File: config.mk
export PLATFORM = sky130hd
export DESIGN_NAME = mdu_stall_ctrl
export DESIGN_NICKNAME = d
export VERILOG_FILES = /design/src/rtl/mdu_stall_ctrl.sv
export SDC_FILE = /design/constraint.sdc
export NUM_CORES = 1
export LEC_CHECK = 0
export ABC_AREA = 1
export BUFFER_PORTS_ARGS = -buffer_cell sky130_fd_sc_hd__buf_2
export CAP_MARGIN = 20
export CORE_MARGIN = 2
export CORE_UTILIZATION = 51
export DETAILED_ROUTE_END_ITERATION = 7
export PLACE_DENSITY = 0.79
export SETUP_SLACK_MARGIN = 0.05
export SYNTH_ARGS = -nofsm -noshare
export SYNTH_HDL_FRONTEND = slang
export SYNTH_SLANG_ARGS = --single-unit
File: constraint.sdc
create_clock -name ACLK -period 1.5 [get_ports ACLK]
set_input_delay 0.15 -clock ACLK [delete_from_list [all_inputs] [get_ports ACLK]]
set_output_delay 0.15 -clock ACLK [all_outputs]
set_load 0.02 [all_outputs]
File: src/rtl/mdu_stall_ctrl.sv
// Execute-stage sequencer for multi-cycle RV32M ops: holds ID/EX until the
// pipelined multiplier/divider result is valid, and counts stall cycles.
module mdu_stall_ctrl #(
  parameter int MUL_LATENCY = 2,
  parameter int DIV_LATENCY = 8,
  parameter int CNT_W       = 4
) (
  input  logic        ACLK,
  input  logic        RESET,
  input  logic        ex_valid,
  input  logic [4:0]  aluop,
  input  logic        flush,
  output logic        stall,
  output logic        mdu_done,
  output logic        busy,
  output logic [31:0] perf_stall_cnt
);

  typedef enum logic [1:0] {
    ST_IDLE = 2'd0,
    ST_WAIT = 2'd1,
    ST_DONE = 2'd2
  } state_t;

  // Counter preload is LAT-2; a latency of 1 skips WAIT entirely.
  localparam int MUL_PRE_I = (MUL_LATENCY > 1) ? MUL_LATENCY - 2 : 0;
  localparam int DIV_PRE_I = (DIV_LATENCY > 1) ? DIV_LATENCY - 2 : 0;
  localparam logic [CNT_W-1:0] MUL_PRE = CNT_W'(MUL_PRE_I);
  localparam logic [CNT_W-1:0] DIV_PRE = CNT_W'(DIV_PRE_I);

  state_t            state_r, next_state_s;
  logic [CNT_W-1:0]  cnt_r, next_cnt_s;
  logic              lat_sel_r, next_lat_sel_s;
  logic [31:0]       perf_stall_cnt_r;
  logic              is_mul_s, is_div_s, start_s, lat_one_s;
  logic              stall_s, done_s;

  assign is_mul_s  = (aluop >= 5'd10) && (aluop <= 5'd13);
  assign is_div_s  = (aluop >= 5'd14) && (aluop <= 5'd17);
  assign start_s   = ex_valid && (is_mul_s || is_div_s) && !flush;
  assign lat_one_s = is_div_s ? (DIV_LATENCY == 1) : (MUL_LATENCY == 1);

  // Sequencer state, latency counter and latency select registers
  always_ff @(posedge ACLK or posedge RESET) begin
    if (RESET) begin
      state_r   <= ST_IDLE;
      cnt_r     <= {CNT_W{1'b0}};
      lat_sel_r <= 1'b0;
    end else begin
      state_r   <= next_state_s;
      cnt_r     <= next_cnt_s;
      lat_sel_r <= next_lat_sel_s;
    end
  end

  // Next-state, stall and done decode; flush overrides every transition
  always_comb begin
    next_state_s   = state_r;
    next_cnt_s     = cnt_r;
    next_lat_sel_s = lat_sel_r;
    stall_s        = 1'b0;
    done_s         = 1'b0;
    case (state_r)
      ST_IDLE: begin
        if (start_s) begin
          stall_s        = 1'b1;
          next_lat_sel_s = is_div_s;
          if (lat_one_s) begin
            next_state_s = ST_DONE;
          end else begin
            next_state_s = ST_WAIT;
            next_cnt_s   = is_div_s ? DIV_PRE : MUL_PRE;
          end
        end else begin
          next_state_s = ST_IDLE;
        end
      end
      ST_WAIT: begin
        if (flush) begin
          next_state_s = ST_IDLE;
        end else begin
          stall_s = 1'b1;
          if (cnt_r == {CNT_W{1'b0}}) begin
            next_state_s = ST_DONE;
          end else begin
            next_cnt_s = cnt_r - CNT_W'(1);
          end
        end
      end
      ST_DONE: begin
        // ex_valid/aluop still describe the completing op here
        next_state_s = ST_IDLE;
        if (flush) begin
          done_s = 1'b0;
        end else begin
          done_s = 1'b1;
        end
      end
      default: begin
        next_state_s = ST_IDLE;
      end
    endcase
  end

  // Stall-cycle performance counter, wraps modulo 2^32
  always_ff @(posedge ACLK or posedge RESET) begin
    if (RESET) begin
      perf_stall_cnt_r <= 32'd0;
    end else if (stall_s) begin
      perf_stall_cnt_r <= perf_stall_cnt_r + 32'd1;
    end else begin
      perf_stall_cnt_r <= perf_stall_cnt_r;
    end
  end

  assign stall          = stall_s;
  assign mdu_done       = done_s;
  assign busy           = (state_r != ST_IDLE);
  assign perf_stall_cnt = perf_stall_cnt_r;

  mdu_stall_ctrl_chk #(
    .CNT_W   (CNT_W),
    .MUL_PRE (MUL_PRE),
    .DIV_PRE (DIV_PRE)
  ) u_chk (
    .clk     (ACLK),
    .rst     (RESET),
    .in_wait (state_r == ST_WAIT),
    .flush   (flush),
    .aluop   (aluop),
    .cnt     (cnt_r),
    .lat_sel (lat_sel_r)
  );

endmodule

// Run-time checks on the upstream stability contract and counter range.
module mdu_stall_ctrl_chk #(
  parameter int               CNT_W   = 4,
  parameter logic [CNT_W-1:0] MUL_PRE = '0,
  parameter logic [CNT_W-1:0] DIV_PRE = '0
) (
  input logic             clk,
  input logic             rst,
  input logic             in_wait,
  input logic             flush,
  input logic [4:0]       aluop,
  input logic [CNT_W-1:0] cnt,
  input logic             lat_sel
);

  a_aluop_stable: assert property (@(posedge clk) disable iff (rst)
    (in_wait && !flush) |-> $stable(aluop));

  a_cnt_range: assert property (@(posedge clk) disable iff (rst)
    in_wait |-> (cnt <= (lat_sel ? DIV_PRE : MUL_PRE)));

endmodule

### Yosys cells after proc, flatten, opt, wreduce, memory -nomap -nowiden

Index checks and enable logic that the tools add are counted.
Widths: inputs -> output; s select.

| storage, ports and cells | value |
|---|---|
| logic and storage cells | 39 |
| output and inout port bits | 35 |
| input port bits | 9 |
| register bits | 38 |

| operators by class | value |
|---|---|
| muxes and demuxes | 13 |
| $add $sub $neg | 2 |
| $lt $le $gt $ge | 4 |
| reductions and logical operators | 11 |
| equal/unequal tests | 6 |

Operator list:

| cell | count |
|---|---|
| $add 32x1->32 const B | 1 |
| $mux 4 | 3 |
| $ge 5x4->1 const B | 2 |
| $pmux 4 s2 | 1 |
| $ne 2x2->1 const B | 3 |
| $le 5x4->1 const B | 1 |
| $le 5x5->1 const B | 1 |
| $logic_and 1x1->1 | 4 |
| $logic_not 4->1 | 1 |
| $mux 1 | 4 |
| $mux 2 | 2 |
| $pmux 2 s2 | 1 |
| $reduce_and 4->1 | 1 |
| $reduce_bool 2->1 | 2 |
| $sub 4x1->4 const B | 1 |
| $mux 3 | 1 |
| $ne 3x3->1 const B | 1 |
| $eq 2x1->1 const B | 1 |
| $eq 2x2->1 const B | 1 |
| $logic_not 2->1 | 1 |
| $pmux 1 s2 | 1 |
| $logic_not 1->1 | 1 |
| $logic_or 1x1->1 | 1 |

### Depth between registers and ports, before layout

| logic depth | value |
|---|---|
| depth after elaboration | 7 |
| mapped depth | 10 |
| mapped depth without buffers | 10 |

### Least setup slack after synthesis

Ideal clock, no wire load.

| timing | value |
|---|---|
| kind | reg-to-reg |
| start | reg perf_stall_cnt_r[0], in the netlist perf_stall_cnt[0] |
| end | reg perf_stall_cnt_r[28], in the netlist perf_stall_cnt[28] |
| arrival | 1.412 ns |
| cell stages (with the launch flop) | 11 |
| clock period less this slack | 1.528 ns |
| required time | 1.383 ns |
| buffers on the path | 0 |
| library setup time | 0.117 ns |
| slack | -0.028 ns |
| cells stage by stage | dfrtp_1 -> ha_1 -> inv_1 -> nor2_4 -> inv_1 -> nor2_4 -> nand2_1 -> nand2_1 -> nand2_1 -> nand2_1 -> nand2_1 |

| on the way | value |
|---|---|
| longest elaborated chain between the ends | 1 |

RTL lines:

| item | RTL line | text |
|---|---|---|
| start: declaration | 34 | `logic [31:0] perf_stall_cnt_r;` |
| start signal: assignment | 110 | `perf_stall_cnt_r <= perf_stall_cnt_r + 32'd1;` |
| start signal: assignment | 112 | `perf_stall_cnt_r <= perf_stall_cnt_r;` |
| $add 32x1->32 | 110 |  |

Every way passes these cells.
A chain may end at the register's enable or synchronous reset.

### Worst setup path after layout

| timing | value |
|---|---|
| start | reg state_r[0] |
| end | out stall |

| on the way | value |
|---|---|
| longest elaborated chain between the ends | 2 |
| elaborated cells between the ends (all ways) | 3 |
| classes of those cells | 1 x eq/ne; 1 x mux; 1 x reduce/logical |

RTL lines:

| item | RTL line | text |
|---|---|---|
| start: declaration | 31 | `state_t state_r, next_state_s;` |
| start signal: assignment | 50 | `state_r <= next_state_s;` |
| $eq 2x1->1 / $logic_not 2->1 (equally long branches) | -- |  |
| $pmux 1 s2 * | 63 | `case (state_r)` |
| end: declaration | 13 | `output logic stall,` |

Every way passes the cells marked *; elsewhere a longest branch is shown, timed or not.

==> out/metrics.yaml <==
ios: 44
cp_data_required_time_ps: 1350
diodes: 0
dp_worst_setup_slack_ps: 43.3
vias: 2605
finalHoldViolations: 0
synth_area_um2: 2520
multiInputGateArea_um2: 1530
synth_edf_count: 0
vdd_drop_max_mv: 0.886
power_w: 0.00302
drt_first_iter_violations: 196
start_util_pct: 53.1
fin_util_pct: 70.2
syn_avg_cell_area_um2: 6.47
clock_latency_ps: 290
clock_sinks: 38
worstSetupPathType: "flip-flop to output port"
fillCellCount: 391
totalWireLength_mm: 6.80
tightest_slew_ps: 473
dieHeight_um: 74.4
clock-skew-final_ps: 9.26
cp_common_cell: "nand2_2"
ctsRootBufferMaster: "clkbuf_8"
first_global_vias: 2439
path_buf_inv: 3
syn_to_final_growth_pct: 32.3
num_rows: 25
place_congestion: 0.868
grt.overflow.total: 0
post-dp-hpwl_mm: 4.80
drc: 0
vias_per_cell: 4.89
relSlewSlack_pct: 68.4
p_leak_nw: 1.68
syn-num-nets: 401
grtUsageTotal_pct: 25.4
cp-end-kind: "output port"
coreArea_um2: 4750
synth_cell_types: 20
maxCapViolCount: 0
timing.fmax_ghz: 0.673
postRouteAntennaNets: 0
drt_first_pass_iters: 5
die-area_um2: 5530
grt_setup_unrepaired: "yes"
portBuffers: 42
grt_pass1_wl_mm: 10.7
dieWidth_um: 74.4
clk_pin_slew_ps: 80
seqCellArea_um2: 972
antenna_found_initial: 0
synth_top_flop_cell: "dfrtp_1"
power.density_nw_per_um2: 905
ys_top_cells_by_area: "dfrtp_1, nand2_1, nor2_1"
synthesis.instances: 390
path_max_fanout: 3
yosys_warnings: 0
synth_largest_area_cell: "dfrtp_1"
worstPathCellList: "inv_1 -> nand2_2 -> nor2_2 -> nand3_2 -> nand2_2 -> buf_12 -> buf_8"
period_share_pct: 99.1
cts_tree: "done"
cts_buffer_depth: 2
layout-drive-gt1-share_pct: 33.9
ys_seq_area_share_pct: 37.7
fin_ws_ps: 13.7
slowest_delay_ps: 410
ys_seq_elements: 38
crit_family: "flip-flops"
numCtsBuffers: 5
setup_viol: 0
synth_top_area_share_pct: 37.7
wl_per_cell_um: 12.8
drv_slew: 0
nets: 476
crit_slowest_cell: "dfrtp_1"
run_status: "complete, no violations"
grt_max_degree: 26
arrival_ps: 1340
period_needed_ps: 1490
async_flop_share_pct: 100
startpoint_type: "flip-flop"
htreeDepth: 2
hp-class: "primary input to flip-flop"
## kinds of logic (layout without fill, tap and decap cells)
family | Yosys count | count (layout) | share of synthesized area, %
and+or+nand+nor | 274 | 274 | 45.8
buffers and inverters | 48 | 124 | 7.78
adders and majority gates | 2 | 2 | 0.991
DFF | 38 | 38 | 37.7
xor gates and xnor gates | 15 | 15 | 5.20
AOI/OAI and AO/OA | 13 | 13 | 2.58
## cells in the final DEF, fill, tap and decap left out, types with 5 or more instances in the layout
master | Yosys | layout
dfrtp_2 | 0 | 17
clkbuf_8 | 0 | 5
xor2_1 | 12 | 12
inv_1 | 41 | 36
nand2_2 | 7 | 15
nand3_1 | 20 | 19
dfrtp_1 | 38 | 21
nor2_1 | 51 | 28
o21ai_0 | 13 | 13
buf_4 | 1 | 27
inv_2 | 1 | 5
buf_2 | 4 | 41
nand2_1 | 179 | 168
nor2_2 | 5 | 22
nor2_4 | 6 | 12
## stage by stage
stage | TNS [ps] | cell area, um2 | cells | hold slack (ps)
floorplan | 0 | 2530 | 390 | 332
global placement | 0 | 2910 | 506 | 187
detailed placement | 0 | 2910 | 506 | 186
CTS | -29.2 | 3050 | 519 | 151
global route | -252 | 3340 | 533 | 187
finish | 0 | 3340 | 533 | 164
## cell type report
| class | count | area share, % |
|---|---|---|
| timing repair buffer | 74 | 15.2 |
| multi-input combinational | 304 | 45.9 |
| inverter | 42 | 4.87 |
| tap | 67 | 2.51 |
| sequential | 38 | 29.1 |
| clock buffer | 8 | 2.40 |
## path summary, 6_finish.rpt
check	startpoint	end	slack, ps	cells after the start
min	flush	state_r[1]$_DFFE_PP0P_	160	4
max reg2reg	state_r[0]$_DFFE_PP0P_	perf_stall_cnt[17]$_DFFE_PP0P_	70	10
max	state_r[0]$_DFFE_PP0P_	stall	10	7
max in group asynchronous	RESET	perf_stall_cnt[26]$_DFFE_PP0P_	500	4
min in group asynchronous	RESET	perf_stall_cnt[11]$_DFFE_PP0P_	400	3
min reg2reg	perf_stall_cnt[31]$_DFFE_PP0P_	perf_stall_cnt[31]$_DFFE_PP0P_	550	2
## worst min-delay path, stage by stage
cell    delay [ps]
buf_2          100
nor2_1          50
inv_1           80
nor2_1          50
## sequential cells by signal, summed over array words and instances (netlist names)
| signal | cells |
|---|---|
| cnt_r | 4 |
| perf_stall_cnt | 32 |
| state_r | 2 |
## what timing repair did
action                                  in CTS  in global routing
gates resized for setup                      9                 64
endpoints found under the setup margin       7                 37
hold buffers                                 1                  0
buffers inserted                             4                 13
gates cloned                                 0                  1
endpoints found under the hold margin        9                  0
pin swaps                                    5                 12
## where the power goes
group	total [W]	switching (W)	internal, W
sequential	0.00131	0.000146	0.00117
combinational	0.00102	0.000629	0.000390
clock	0.000690	0.000359	0.000331
total	0.00302	0.00113	0.00189
## cells in the mapped netlist, types with 2 or more instances
| cell type | count |
|---|---|
| dfrtp_1 | 38 |
| nand2_2 | 7 |
| o21ai_0 | 13 |
| nand3b_1 | 2 |
| nand3_1 | 20 |
| nor2_1 | 51 |
| nor2_4 | 6 |
| xor2_1 | 12 |
| nor3_2 | 2 |
| buf_2 | 4 |
| xnor2_1 | 3 |
| nor2_2 | 5 |
| inv_1 | 41 |
| ha_1 | 2 |
| nand2_1 | 179 |
## routing by layer
layer,global-route usage [%],vias to the layer above,share of wire (%)
met5,0,-,0
met4,9.72,0,2.9
met3,4.61,19,4.5
met2,42.0,81,48
met1,33.2,1177,45
li1,-,1328,-
Power figures use the tool's default switching activity.
